===== src/rtl/mulu_int.sv =====
// Iterative unsigned multiplier: one multiplier bit per clock, shift-add over a
// single WIDTH+1-bit adder, fixed latency of WIDTH cycles from the start edge.
`timescale 1ns/1ps
module mulu_int #(
  parameter int WIDTH = 8
) (
  input  logic                 clk,
  input  logic                 rst,
  input  logic                 start,
  input  logic [WIDTH-1:0]     a,
  input  logic [WIDTH-1:0]     b,
  output logic                 busy,
  output logic                 done,
  output logic                 valid,
  output logic [2*WIDTH-1:0]   val,
  output logic                 ovf
);

  localparam int CW = $clog2(WIDTH);
  localparam logic S_IDLE = 1'b0;
  localparam logic S_RUN  = 1'b1;

  logic                 r_state;
  logic [CW-1:0]        r_cnt;
  logic [WIDTH-1:0]     r_a;
  logic [2*WIDTH-1:0]   r_prod;
  logic [2*WIDTH-1:0]   r_val;
  logic                 r_ovf;
  logic                 r_valid;
  logic                 r_done;

  logic [WIDTH:0]       w_addend;
  logic [WIDTH:0]       w_sum;
  logic [2*WIDTH-1:0]   w_prod_next;
  logic                 w_last;

  // Upper half accumulates, lower half starts as the multiplier and shifts out
  // its LSB each step while the sum's carry enters from the top.
  assign w_addend    = r_prod[0] ? {1'b0, r_a} : '0;
  assign w_sum       = {1'b0, r_prod[2*WIDTH-1:WIDTH]} + w_addend;
  assign w_prod_next = {w_sum, r_prod[WIDTH-1:1]};
  assign w_last      = (r_cnt == CW'(WIDTH - 1));

  always_ff @(posedge clk or posedge rst) begin
    if (rst) begin
      r_state <= S_IDLE;
      r_cnt   <= '0;
      r_a     <= '0;
      r_prod  <= '0;
      r_val   <= '0;
      r_ovf   <= 1'b0;
      r_valid <= 1'b0;
      r_done  <= 1'b0;
    end else begin
      r_done <= 1'b0;
      if (start) begin
        // A new request always wins, even over a final iteration in flight.
        r_state <= S_RUN;
        r_cnt   <= '0;
        r_a     <= a;
        r_prod  <= {{WIDTH{1'b0}}, b};
        r_valid <= 1'b0;
      end else if (r_state == S_RUN) begin
        r_prod <= w_prod_next;
        r_cnt  <= r_cnt + CW'(1);
        if (w_last) begin
          r_state <= S_IDLE;
          r_cnt   <= '0;
          r_val   <= w_prod_next;
          r_ovf   <= |w_prod_next[2*WIDTH-1:WIDTH];
          r_valid <= 1'b1;
          r_done  <= 1'b1;
        end
      end
    end
  end

  assign busy  = (r_state == S_RUN);
  assign done  = r_done;
  assign valid = r_valid;
  assign val   = r_val;
  assign ovf   = r_ovf;

endmodule


===== config.mk =====
export PLATFORM = sky130hd
export DESIGN_NAME = mulu_int
export DESIGN_NICKNAME = d
export VERILOG_FILES = /design/src/rtl/mulu_int.sv
export SDC_FILE = /design/constraint.sdc
export NUM_CORES = 1
export LEC_CHECK = 0
export BUFFER_PORTS_ARGS = -buffer_cell sky130_fd_sc_hd__buf_2
export CORE_ASPECT_RATIO = 1.2
export CORE_MARGIN = 4
export CORE_UTILIZATION = 32
export CTS_CLUSTER_DIAMETER = 50
export CTS_CLUSTER_SIZE = 14
export DETAILED_ROUTE_END_ITERATION = 6
export GPL_TIMING_DRIVEN = 0
export PLACE_DENSITY_LB_ADDON = 0.12
export SYNTH_ARGS = -nofsm -noshare
export SYNTH_HDL_FRONTEND = slang
export SYNTH_SLANG_ARGS = --single-unit
export TNS_END_PERCENT = 20

===== constraint.sdc =====
create_clock -name clk -period 2.64 [get_ports clk]
set_clock_uncertainty 0.2 [all_clocks]
set_input_delay 0.264 -clock clk [delete_from_list [all_inputs] [get_ports clk]]
set_output_delay 0.264 -clock clk [all_outputs]
set_load 0.005 [all_outputs]

# ---- Word level (Yosys, flattened, before mapping)
# Index checks and enable logic that the tools add are counted.
dict set report word_totals {
  ff_bits 47
  output_inout_bits 20
  in_bits 19
}
dict set report classes {
  addsub 2
  n_reduce_logical 5
  eq_ne 1
  n_bitwise 1
  mux 15
}
# op n
set op_table {}
lappend op_table {{$mux 16} 2}
lappend op_table {{$add 8x8->9} 1}
lappend op_table {{$mux 1} 9}
lappend op_table {{$mux 3} 3}
lappend op_table {{$mux 8} 1}
lappend op_table {{$reduce_or 8->1} 1}
lappend op_table {{$reduce_bool 2->1} 2}
lappend op_table {{$add 3x1->3 const B} 1}
lappend op_table {{$eq 3x3->1 const B} 1}
lappend op_table {{$reduce_and 3->1} 1}
lappend op_table {{$reduce_and 2->1} 1}
lappend op_table {{$not 1->1} 1}

# ---- Depth between registers and ports, before layout
# Gate-level depths: netlist (run 1).
dict set report logic_depth {
  depth_word 4
  depth_mapped 9
}

# ---- Worst setup path before layout (run 1)
# No wires, ideal clock.
dict set report synth_path {
  path_kind {register to register}
  start {register r_prod[0]}
  end {register r_ovf, in the netlist ovf}
  required_time_ns 2.304
  synth_period_minus_slack_ns 2.496
  setup_ns 0.136
  t_arrival_ns 2.160
  slack_ns 0.144
  stages_incl_launch_ff 9
  path_cell_list {dfrtp_1 and2_1 ha_1 fa_1 a21o_1 a221oi_2 nor2_1 a2111oi_2 a31oi_1}
}
dict set report synth_via {
  elab_chain_len 3
}
# element line
set synth_rtl {}
lappend synth_rtl {{start, declared} 26} ;# logic [2*WIDTH-1:0] r_prod;
lappend synth_rtl {{start signal, assigned} 61} ;# r_prod <= {{WIDTH{1'b0}}, b};
lappend synth_rtl {{start signal, assigned} 64} ;# r_prod <= w_prod_next;
lappend synth_rtl {{$mux 8} 39} ;# assign w_addend = r_prod[0] ? {1'b0, r_a} : '0;
lappend synth_rtl {{$add 8x8->9} 40} ;# assign w_sum = {1'b0, r_prod[2*WIDTH-1:WIDTH]} + w_addend;
lappend synth_rtl {{$reduce_or 8->1} 70} ;# r_ovf <= |w_prod_next[2*WIDTH-1:WIDTH];
lappend synth_rtl {{end signal, assigned} 70}
lappend synth_rtl {{end, declared} 28} ;# logic r_ovf;
# No other way between the ends.
# A chain may end at the register's enable or synchronous reset.

# ---- Final worst setup path (run 1)
# Ends and elaborated chain as after synthesis.

==> results of run 1 <==
[worst min path at each step]
stage               startpoint   endpoint
floorplan                 b[0]  r_prod[0]
global placement       val[12]    val[12]
detailed placement         rst     val[0]
CTS                       b[5]  r_prod[5]
global route              b[5]  r_prod[5]
finish                    b[5]  r_prod[5]
[layout make-up]
class | instances | area [um2]
fill | 725 | 3950
sequential | 47 | 1180
multi-input combinational | 160 | 1110
timing repair buffer | 60 | 412
tap | 87 | 109
clock buffer | 6 | 82.6
buffer | 11 | 53.8
inverter | 6 | 22.5
clock inverter | 2 | 13.8
[state kept, by name, summed over array words and instances (netlist names)]
| name | count |
|---|---|
| busy | 1 |
| done | 1 |
| ovf | 1 |
| r_a | 8 |
| r_cnt | 3 |
| r_prod | 16 |
| val | 16 |
| valid | 1 |
[cells by family (layout without fill, tap and decap cells)]
family | count (synthesis) | after routing | synth area share
flip-flops | 47 | 47 | 0.510
AND/OR/NAND/NOR | 87 | 87 | 0.169
adder cells (fa/ha/maj) | 11 | 11 | 0.0629
AO/OA/AOI/OAI | 33 | 33 | 0.0960
buffers and inverters | 17 | 85 | 0.0331
XOR/XNOR | 4 | 4 | 0.0152
multiplexers | 25 | 25 | 0.114
[worst max-delay path, stage by stage, from the launching register on]
cell	delay, ns
dfrtp_2	0.44
and2_1	0.17
ha_2	0.19
fa_2	0.37
a21o_1	0.20
a221oi_4	0.33
nor2_4	0.07
a2111oi_4	0.32
a31oi_1	0.12
[power breakdown]
part           total (mW)  switching, mW  internal [mW]
combinational       0.508          0.260          0.248
sequential          0.858         0.0514          0.807
clock               0.472          0.257          0.215
total                1.84          0.569           1.27
[layout by cell type (no fill, tap or decap), types with 2 or more instances in the layout]
cell type      synthesis  layout
dlygate4sd3_1          0      16
and2_1                 8       8
nand2b_1               2       2
ha_1                  10       8
nand3_1                2       2
mux2i_1               15      15
xnor2_1                3       2
buf_6                  1       2
mux2_2                 9       9
buf_4                  0       4
nand4_1                2       2
buf_2                  4      42
nand2_1               51      51
a31oi_1                2       2
ha_2                   0       2
nor2_1                14      12
clkbuf_8               0       6
o21ai_0               12      11
a211oi_1               3       2
inv_1                  6       5
a21o_1                 3       3
a21oi_1                6       6
clkbuf_1               5       5
dfrtp_1               47      46
[per-stage QoR]
| stage | area (um2) | hold WS (ns) | util | std cells |
|---|---|---|---|---|
| 3_5_place_dp | 2630 | 0.0251 | 0.378 | 350 |
| 2_1_floorplan | 2310 | 0.185 | - | 224 |
| 4_1_cts | 2920 | 0.00733 | 0.422 | 376 |
| 6_report | 2980 | 0.00203 | 0.430 | 379 |
| 5_1_grt | 2980 | 0.00915 | 0.430 | 379 |
| 3_3_place_gp | 2610 | 0.255 | 0.376 | 349 |
[per-layer routing]
| metal | up-vias | global-route usage | share of wire |
|---|---|---|---|
| met5 | - | 0 | 0 |
| met4 | 0 | 0.0402 | 0.013 |
| met3 | 6 | 0.0286 | 0.030 |
| met2 | 25 | 0.223 | 0.47 |
| met1 | 864 | 0.183 | 0.48 |
| li1 | 896 | - | - |
[what timing repair did]
item,4_1_cts,5_1_grt
endpoints found under the setup margin,4,5
pin swaps,2,10
hold buffers,16,0
buffers inserted,2,3
hold endpoints to repair,26,0
gates resized for setup,5,11
==> flow_summary.json, run 1 <==
{
  "yosys-top-cells-count": "51 x nand2_1, 47 x dfrtp_1, 15 x mux2i_1, 14 x nor2_1, 12 x o21ai_0",
  "reg2reg_depth": 8,
  "setup_tns_ns": 0,
  "clock_latency_ns": 0.30,
  "synth.most_common_cell": "nand2_1",
  "drc_errors": 0,
  "leakage_nw": 1.57,
  "r2r_slack_ns": 0.09,
  "grt_util_all_layers": 0.137,
  "setup_violations": 0,
  "grt_pass1_vias": 1926,
  "worstMarginPinSlew_ns": 0.674,
  "r2r-start": "r_prod[0]",
  "fp.coreArea_um2": 6940,
  "gp_congestion": 0.784,
  "fin_crit_sh": 0.968,
  "clk_pin_slew_worst_paths_ns": 0.10,
  "htreeDepth": 2,
  "floorplan.initialDensity": 0.332,
  "slew_headroom": 0.551,
  "total_power_mw": 1.84,
  "fp.dieW_um": 85.5,
  "grt_max_degree": 37,
  "clockRootBuffer": "clkbuf_8",
  "dp_slack_ns": -0.214,
  "drt-total-wl_um": 5450,
  "synthCells": 224,
  "wl_per_cell_um": 14.4,
  "ys_seq_area_frac": 0.510,
  "cts_tree": "yes",
  "layout_min_cycle_time_ns": 2.55,
  "antenna_found_initial": 0,
  "grt_pass1_wl_um": 9350,
  "drt_iter0_drc": 84,
  "min_path_cells": 3,
  "layout.nets": 321,
  "viasPerCell": 4.73,
  "diodes": 0,
  "worstSetupPathType": "flop to flop",
  "layout_setup_ws_ns": 0.0857,
  "synthesis.nets": 254,
  "crit_end": "ovf",
  "cp.arrival_ns": 2.52,
  "clock-sinks": 47,
  "yosysWarnings": 0,
  "status": "finished, final reports clean",
  "async_flop_share": 1.00,
  "cts_buffer_depth": 2,
  "ys_ff_latch": 47,
  "drive_above_1_share": 0.274,
  "hold_viol": 0,
  "end_kind": "flop",
  "synth_top_area_frac": 0.510,
  "cts-buffers-inserted": 5,
  "synth_edf_count": 0,
  "synth.area.top_cells": "dfrtp_1 51%, nand2_1 8.3%, mux2i_1 6.5%, ha_1 5.4%, mux2_2 4.4%",
  "fmax_ghz": 0.391,
  "hpwl_um": 3800,
  "synth_flop_cell": "dfrtp_1",
  "syn2layout_area_growth_pct": 29.4,
  "syn_area_per_cell_um2": 10.3,
  "synth_top_area_cell": "dfrtp_1",
  "p_per_area_nw_per_um2": 616,
  "ir_drop_v": 0.000223,
  "cp-startpoint": "r_prod[0]",
  "grt.overflow.total": 0,
  "min_path_type": "primary input to flop",
  "die_y_um": 101,
  "maxCapViolCount": 0,
  "ioPinCount": 39,
  "first_pass_iters": 4,
  "die-area_um2": 8630,
  "io_buffers": 38,
  "ant_nets": 0,
  "syn_area_um2": 2310,
  "startpoint_type": "flop",
  "yosysUniqueCellTypes": 39,
  "cp_max_fo": 4,
  "required_ns": 2.61,
  "slew_violations": 0,
  "vias": 1791,
  "rsz0062_at_grt": "false",
  "rows": 33,
  "regToRegEndpoint": "ovf"
}
(Power assumes the default switching activity.)
==> inputs of run 2 (changes only) <==
--- a/config.mk
+++ b/config.mk
@@ -12,7 +12,6 @@
 export CTS_CLUSTER_DIAMETER = 50
 export CTS_CLUSTER_SIZE = 14
 export DETAILED_ROUTE_END_ITERATION = 6
-export GPL_TIMING_DRIVEN = 0
 export PLACE_DENSITY_LB_ADDON = 0.12
 export SYNTH_ARGS = -nofsm -noshare
 export SYNTH_HDL_FRONTEND = slang
==> constraint.sdc (replaced) <==
create_clock -name clk -period 2.64 [get_ports clk]
set_clock_uncertainty 0.2 [all_clocks]
set_input_delay 0.528 -clock clk [delete_from_list [all_inputs] [get_ports clk]]
set_output_delay 0.528 -clock clk [all_outputs]
set_load 0.005 [all_outputs]
==> run 2 against run 1 <==
  * Register-to-register slack improved by 0.06 ns
  * Final cell count fell by 5.8%
  * Via count fell by 5.8%
  * Clock power fell by 8.1%
  * Cell area fell by 7.3%
  * Count of clock-buffer cells in the layout fell by 1
  * Critical endpoint unchanged
  * Largest cell class unchanged
  * Largest power group unchanged
==> flow_summary.json, run 2 (same netlist as run 1, synthesis figures left out) <==
{
  "startpoint_type": "flop",
  "gp_congestion": 0.833,
  "viasPerCell": 4.73,
  "cts_tree": "yes",
  "fp.dieW_um": 85.5,
  "p_clk_frac": 0.245,
  "clock_latency_ns": 0.29,
  "clock-sinks": 47,
  "end_kind": "flop",
  "ioPinCount": 39,
  "worstSetupPathType": "flop to flop",
  "vias": 1688,
  "grt_pass1_wl_um": 8370,
  "setup_tns_ns": 0,
  "max_stage_delay_ns": 0.39,
  "clockRootBuffer": "clkbuf_8",
  "die-area_um2": 8630,
  "drc_errors": 0,
  "status": "finished, final reports clean",
  "drive_above_1_share": 0.281,
  "hold_viol": 0,
  "cts-buffers-inserted": 5,
  "wl_per_cell_um": 14.2,
  "drt-total-wl_um": 5060,
  "die_y_um": 101,
  "diodes": 0,
  "layout.nets": 299,
  "grt_pass1_vias": 1811,
  "fp.coreArea_um2": 6940,
  "ir_drop_v": 0.000244,
  "slew_violations": 0,
  "rsz0062_at_grt": "false",
  "path_buf_inv": 1,
  "net-switching-power_uw": 544,
  "final_cell_mix": "51 x nand2_1, 47 x dfrtp_1, 38 x buf_2",
  "floorplan.initialDensity": 0.332,
  "clk_pin_slew_worst_paths_ns": 0.09,
  "ant_nets": 0,
  "drt_iter0_drc": 87,
  "antenna_found_initial": 0,
  "min_path_type": "primary input to async pin",
  "required_ns": 2.61,
  "p_per_area_nw_per_um2": 639,
  "hpwl_um": 3620,
  "internal-power_mw": 1.22,
  "final_common_cell": "nand2_1",
  "first_pass_iters": 4,
  "worstMarginPinSlew_ns": 0.525,
  "cp.arrival_ns": 2.47,
  "pwr-share-seq": 0.486,
  "ctsHoldBuffers": 0,
  "slew_headroom": 0.649,
  "combPwrFrac": 0.269,
  "rows": 33,
  "path_delay_family": "simple AND/OR/NAND/NOR gates",
  "fin_crit_sh": 0.946,
  "layout_setup_ws_ns": 0.143,
  "netSwitchingFraction": 0.308,
  "grt_max_degree": 38,
  "htreeDepth": 2,
  "maxCapViolCount": 0,
  "crit_chain": "buf_4 -> and2_1 -> ha_1 -> and3_4 -> a21boi_1 -> mux2_1 -> nor2_1 -> a31oi_1",
  "io_buffers": 38,
  "fmax_ghz": 0.400,
  "dp_slack_ns": 0.0305,
  "syn2layout_area_growth_pct": 20.0,
  "slowest_stage": "dfrtp_1",
  "cp_max_fo": 7,
  "leakage_nw": 1.50,
  "setup_violations": 0,
  "grt.overflow.total": 0,
  "cts_buffer_depth": 2,
  "layout_min_cycle_time_ns": 2.50,
  "grt_util_all_layers": 0.121
}
run 2: cell count changes in the layout (fill, tap and decap cells not counted), moves of 2 or more:
cell           before  now
dlygate4sd3_1      16    0
buf_4               4   10
clkbuf_1            5    0
buf_2              42   38
buf_6               2    0
ha_1                8   10
ha_2                2    0
run 2: cell type report:
class                           count  area [um2]
Clock inverter                      3        18.8
Fill cell                         729        4170
Inverter                            6        22.5
Sequential cell                    47        1180
Timing Repair Buffer               49         285
Clock buffer                        5        68.8
Tap cell                           87         109
Multi-Input combinational cell    160        1090
run 2: layer usage:
layer  track usage  up-vias  wire length [um]
met5             0        -                 0
met4        0.0329        0                36
met3        0.0229        4               177
met2         0.208       25              2470
met1         0.156      808              2370
li1              -      851                 -
run 2: path summary, 6_finish.rpt:
kind / start / end / slack (ns) / cells past startpoint
min reg2reg: val[11] / val[11] / 0.27 / 2
min: rst / done / 0.06 / 2
min in group clk: b[4] / r_prod[4] / 0.24 / 3
max reg2reg: r_prod[0] / ovf / 0.14 / 8
max: r_prod[0] / ovf / 0.14 / 8
max in group asynchronous: rst / val[6] / 1.67 / 3
run 2: power by group through the flow:
stage,logic [mW],clock network [mW],registers [mW]
after CTS,0.449,0.457,0.860
after floorplan,0.302,0,0.866
after global placement,0.449,0,0.874
after detailed placement,0.447,0,0.873
final,0.475,0.434,0.859
after global routing,0.536,0.479,0.872
run 2: timing repair:
action | 4_1_cts | 5_1_grt
resized for setup | 1 | 6
endpoints found under the setup margin | 1 | 5
hold endpoints to repair | 0 | 0
buffers inserted | 0 | 2
pin swaps | 1 | 5
run 2: stage by stage:
| stage | hold slack, ns | std cells | util | power (mW) | instance area, um2 |
|---|---|---|---|---|---|
| floorplan | 0.260 | 224 | - | 1.17 | 2310 |
| global placement | 0.256 | 347 | 0.379 | 1.32 | 2630 |
| detailed placement | 0.258 | 347 | 0.379 | 1.32 | 2630 |
| CTS | 0.0694 | 355 | 0.393 | 1.77 | 2720 |
| global route | 0.0809 | 357 | 0.399 | 1.89 | 2770 |
| finish | 0.0556 | 357 | 0.399 | 1.77 | 2770 |
==> inputs of run 3 (changes only) <==
--- a/config.mk
+++ b/config.mk
@@ -5,6 +5,7 @@
 export SDC_FILE = /design/constraint.sdc
 export NUM_CORES = 1
 export LEC_CHECK = 0
+export ABC_AREA = 1
 export BUFFER_PORTS_ARGS = -buffer_cell sky130_fd_sc_hd__buf_2
 export CORE_ASPECT_RATIO = 1.2
 export CORE_MARGIN = 4
==> run 3 against run 2 <==
  * Sequential power shrank 5.4%
  * Via count grew 7.6%
  * Worst hold slack lost 0.018 ns
  * Cell area shrank 4.5%
  * Non-clock buffer count shrank 6
  * Utilization shrank 1.3 points
  * Flip-flop and latch count is the same
  * Sequential share of layout area grew 2.0 points
  * Critical endpoint unchanged
==> flow_summary.json, run 3 <==
{
  "ant_nets": 0,
  "leakage_nw": 1.51,
  "drt-total-wl_um": 5050,
  "startpoint_type": "flop",
  "crit_chain": "nand2_1 -> inv_1 -> ha_1 -> fa_1 -> nand2_1 -> nand2_1 -> nand3_1 -> nand3_1 -> nand2_1 -> nand3_1 -> nor2_1 -> nor2_1",
  "worstMarginPinSlew_ns": 0.483,
  "grt_pass1_wl_um": 9020,
  "holdWs_ns": 0.0375,
  "die_y_um": 100,
  "fp.coreArea_um2": 6850,
  "ys_ff_latch": 47,
  "yosys-top-cells-count": "111 x nand2_1, 47 x dfrtp_1, 31 x inv_1, 15 x o21ai_0, 14 x nand3_1",
  "syn_area_um2": 2270,
  "clockRootBuffer": "clkbuf_8",
  "wl_per_cell_um": 12.5,
  "layout.nets": 347,
  "cp.arrival_ns": 2.25,
  "required_ns": 2.63,
  "floorplan.initialDensity": 0.331,
  "fin_crit_sh": 0.854,
  "nFillCells": 763,
  "rsz0062_at_grt": "false",
  "rows": 33,
  "io_buffers": 38,
  "synth.most_common_cell": "nand2_1",
  "multi_input_area_um2": 922,
  "synth_edf_count": 0,
  "synth_flop_cell": "dfrtp_1",
  "final_common_cell": "nand2_1",
  "regArea_um2": 1180,
  "clock-sinks": 47,
  "grt_util_all_layers": 0.132,
  "vias": 1817,
  "die-area_um2": 8500,
  "max_stage_delay_ns": 0.48,
  "worstSetupPathType": "flop to flop",
  "hpwl_um": 3830,
  "cts_tree": "yes",
  "yosysUniqueCellTypes": 25,
  "cts-buffers-inserted": 5,
  "syn2layout_area_growth_pct": 16.6,
  "crit_top_cell": "nand2_1",
  "viasPerCell": 4.49,
  "postCtsSetupBuffers": 0,
  "clk_pin_slew_worst_paths_ns": 0.09,
  "fp.dieW_um": 84.8,
  "ys_seq_area_frac": 0.519,
  "ir_drop_v": 0.000255,
  "grt.overflow.total": 0,
  "htreeDepth": 2,
  "synth.area.top_cells": "dfrtp_1 52%, nand2_1 18%, ha_1 5.5%, inv_1 5.1%, o21ai_0 3.3%",
  "syn_area_per_cell_um2": 8.21,
  "slowest_stage": "dfrtp_1",
  "cp_max_fo": 9,
  "cts_buffer_depth": 2,
  "synth_top_area_cell": "dfrtp_1",
  "async_flop_share": 1.00,
  "post_cts_resized": 0,
  "first_pass_iters": 4,
  "setup_violations": 0,
  "drive_above_1_share": 0.173,
  "setup_tns_ns": 0,
  "synthesis.nets": 306,
  "clock_latency_ns": 0.30,
  "ioPinCount": 39,
  "synthCells": 276,
  "yosysWarnings": 0,
  "antenna_found_initial": 0,
  "hold_viol": 0,
  "drc_errors": 0,
  "grt_max_degree": 24,
  "slew_headroom": 0.678,
  "layout_min_cycle_time_ns": 2.25,
  "end_kind": "flop",
  "ctsHoldBuffers": 0,
  "maxCapViolCount": 0,
  "diodes": 0,
  "gp_congestion": 0.808,
  "fmax_ghz": 0.444,
  "final_cell_mix": "111 x nand2_1, 47 x dfrtp_1, 38 x buf_2",
  "min_path_type": "primary input to async pin",
  "drt_iter0_drc": 95,
  "p_per_area_nw_per_um2": 565,
  "synth_top_area_frac": 0.519,
  "grt_pass1_vias": 1933,
  "slew_violations": 0,
  "status": "finished, final reports clean"
}
## run 3: path summary, 6_finish.rpt
path                           start   endpoint  slack [ns]  depth (start not counted)
hold / removal                   rst  r_prod[2]        0.04                          2
setup reg to reg           r_prod[0]        ovf        0.39                         12
min in group clk                a[2]     r_a[2]        0.22                          3
setup / recovery           r_prod[0]        ovf        0.39                         12
hold reg to reg               r_a[6]     r_a[6]        0.28                          2
max in group asynchronous        rst     r_a[3]        1.62                          3
## run 3: area by class of cell
type,instances,share of cell area
clock buffer,5,0.0260
clock inverter,3,0.00710
tap,87,0.0412
multi-input combinational,188,0.349
sequential,47,0.445
inverter,32,0.0455
timing repair buffer,43,0.0862
## run 3: logic make-up (layout without fill, tap and decap cells)
group | Yosys count | after routing | synth area share
buffers and inverters | 41 | 83 | 0.0740
and+or+nand+nor | 144 | 144 | 0.256
DFF | 47 | 47 | 0.519
AOI/OAI and AO/OA | 33 | 33 | 0.0867
adders and majority gates | 11 | 11 | 0.0641
## run 3: power breakdown
group	leakage (nW)	switching [mW]	internal, mW	total [mW]
sequential	0.615	0.0367	0.776	0.813
combinational	0.842	0.144	0.0969	0.241
clock	0.0483	0.253	0.187	0.440
## run 3: metal layers
layer | global-route usage | vias up | routed length, um
met4 | 0.0438 | 0 | 74
met3 | 0.0312 | 6 | 207
li1 | - | 947 | -
met1 | 0.164 | 836 | 2260
met2 | 0.228 | 28 | 2510
met5 | 0 | - | 0
## run 3: through the flow
stage / setup slack, ns / instances / utilization / cell area, um2 / total power [mW]
2_1_floorplan: 0.509 / 276 / - / 2270 / 0.986
3_3_place_gp: 0.439 / 397 / 0.373 / 2550 / 1.07
3_5_place_dp: 0.403 / 397 / 0.373 / 2550 / 1.08
4_1_cts: 0.378 / 405 / 0.386 / 2640 / 1.52
5_1_grt: 0.131 / 405 / 0.386 / 2640 / 1.60
6_report: 0.386 / 405 / 0.386 / 2640 / 1.49
## run 3: worst max-delay path: cells and delay by family (launching register included)
family | cells | cell delay [ns]
buf+inv | 1 | 0.04
flops | 1 | 0.48
fa+ha+maj | 2 | 0.62
simple gates | 9 | 0.79
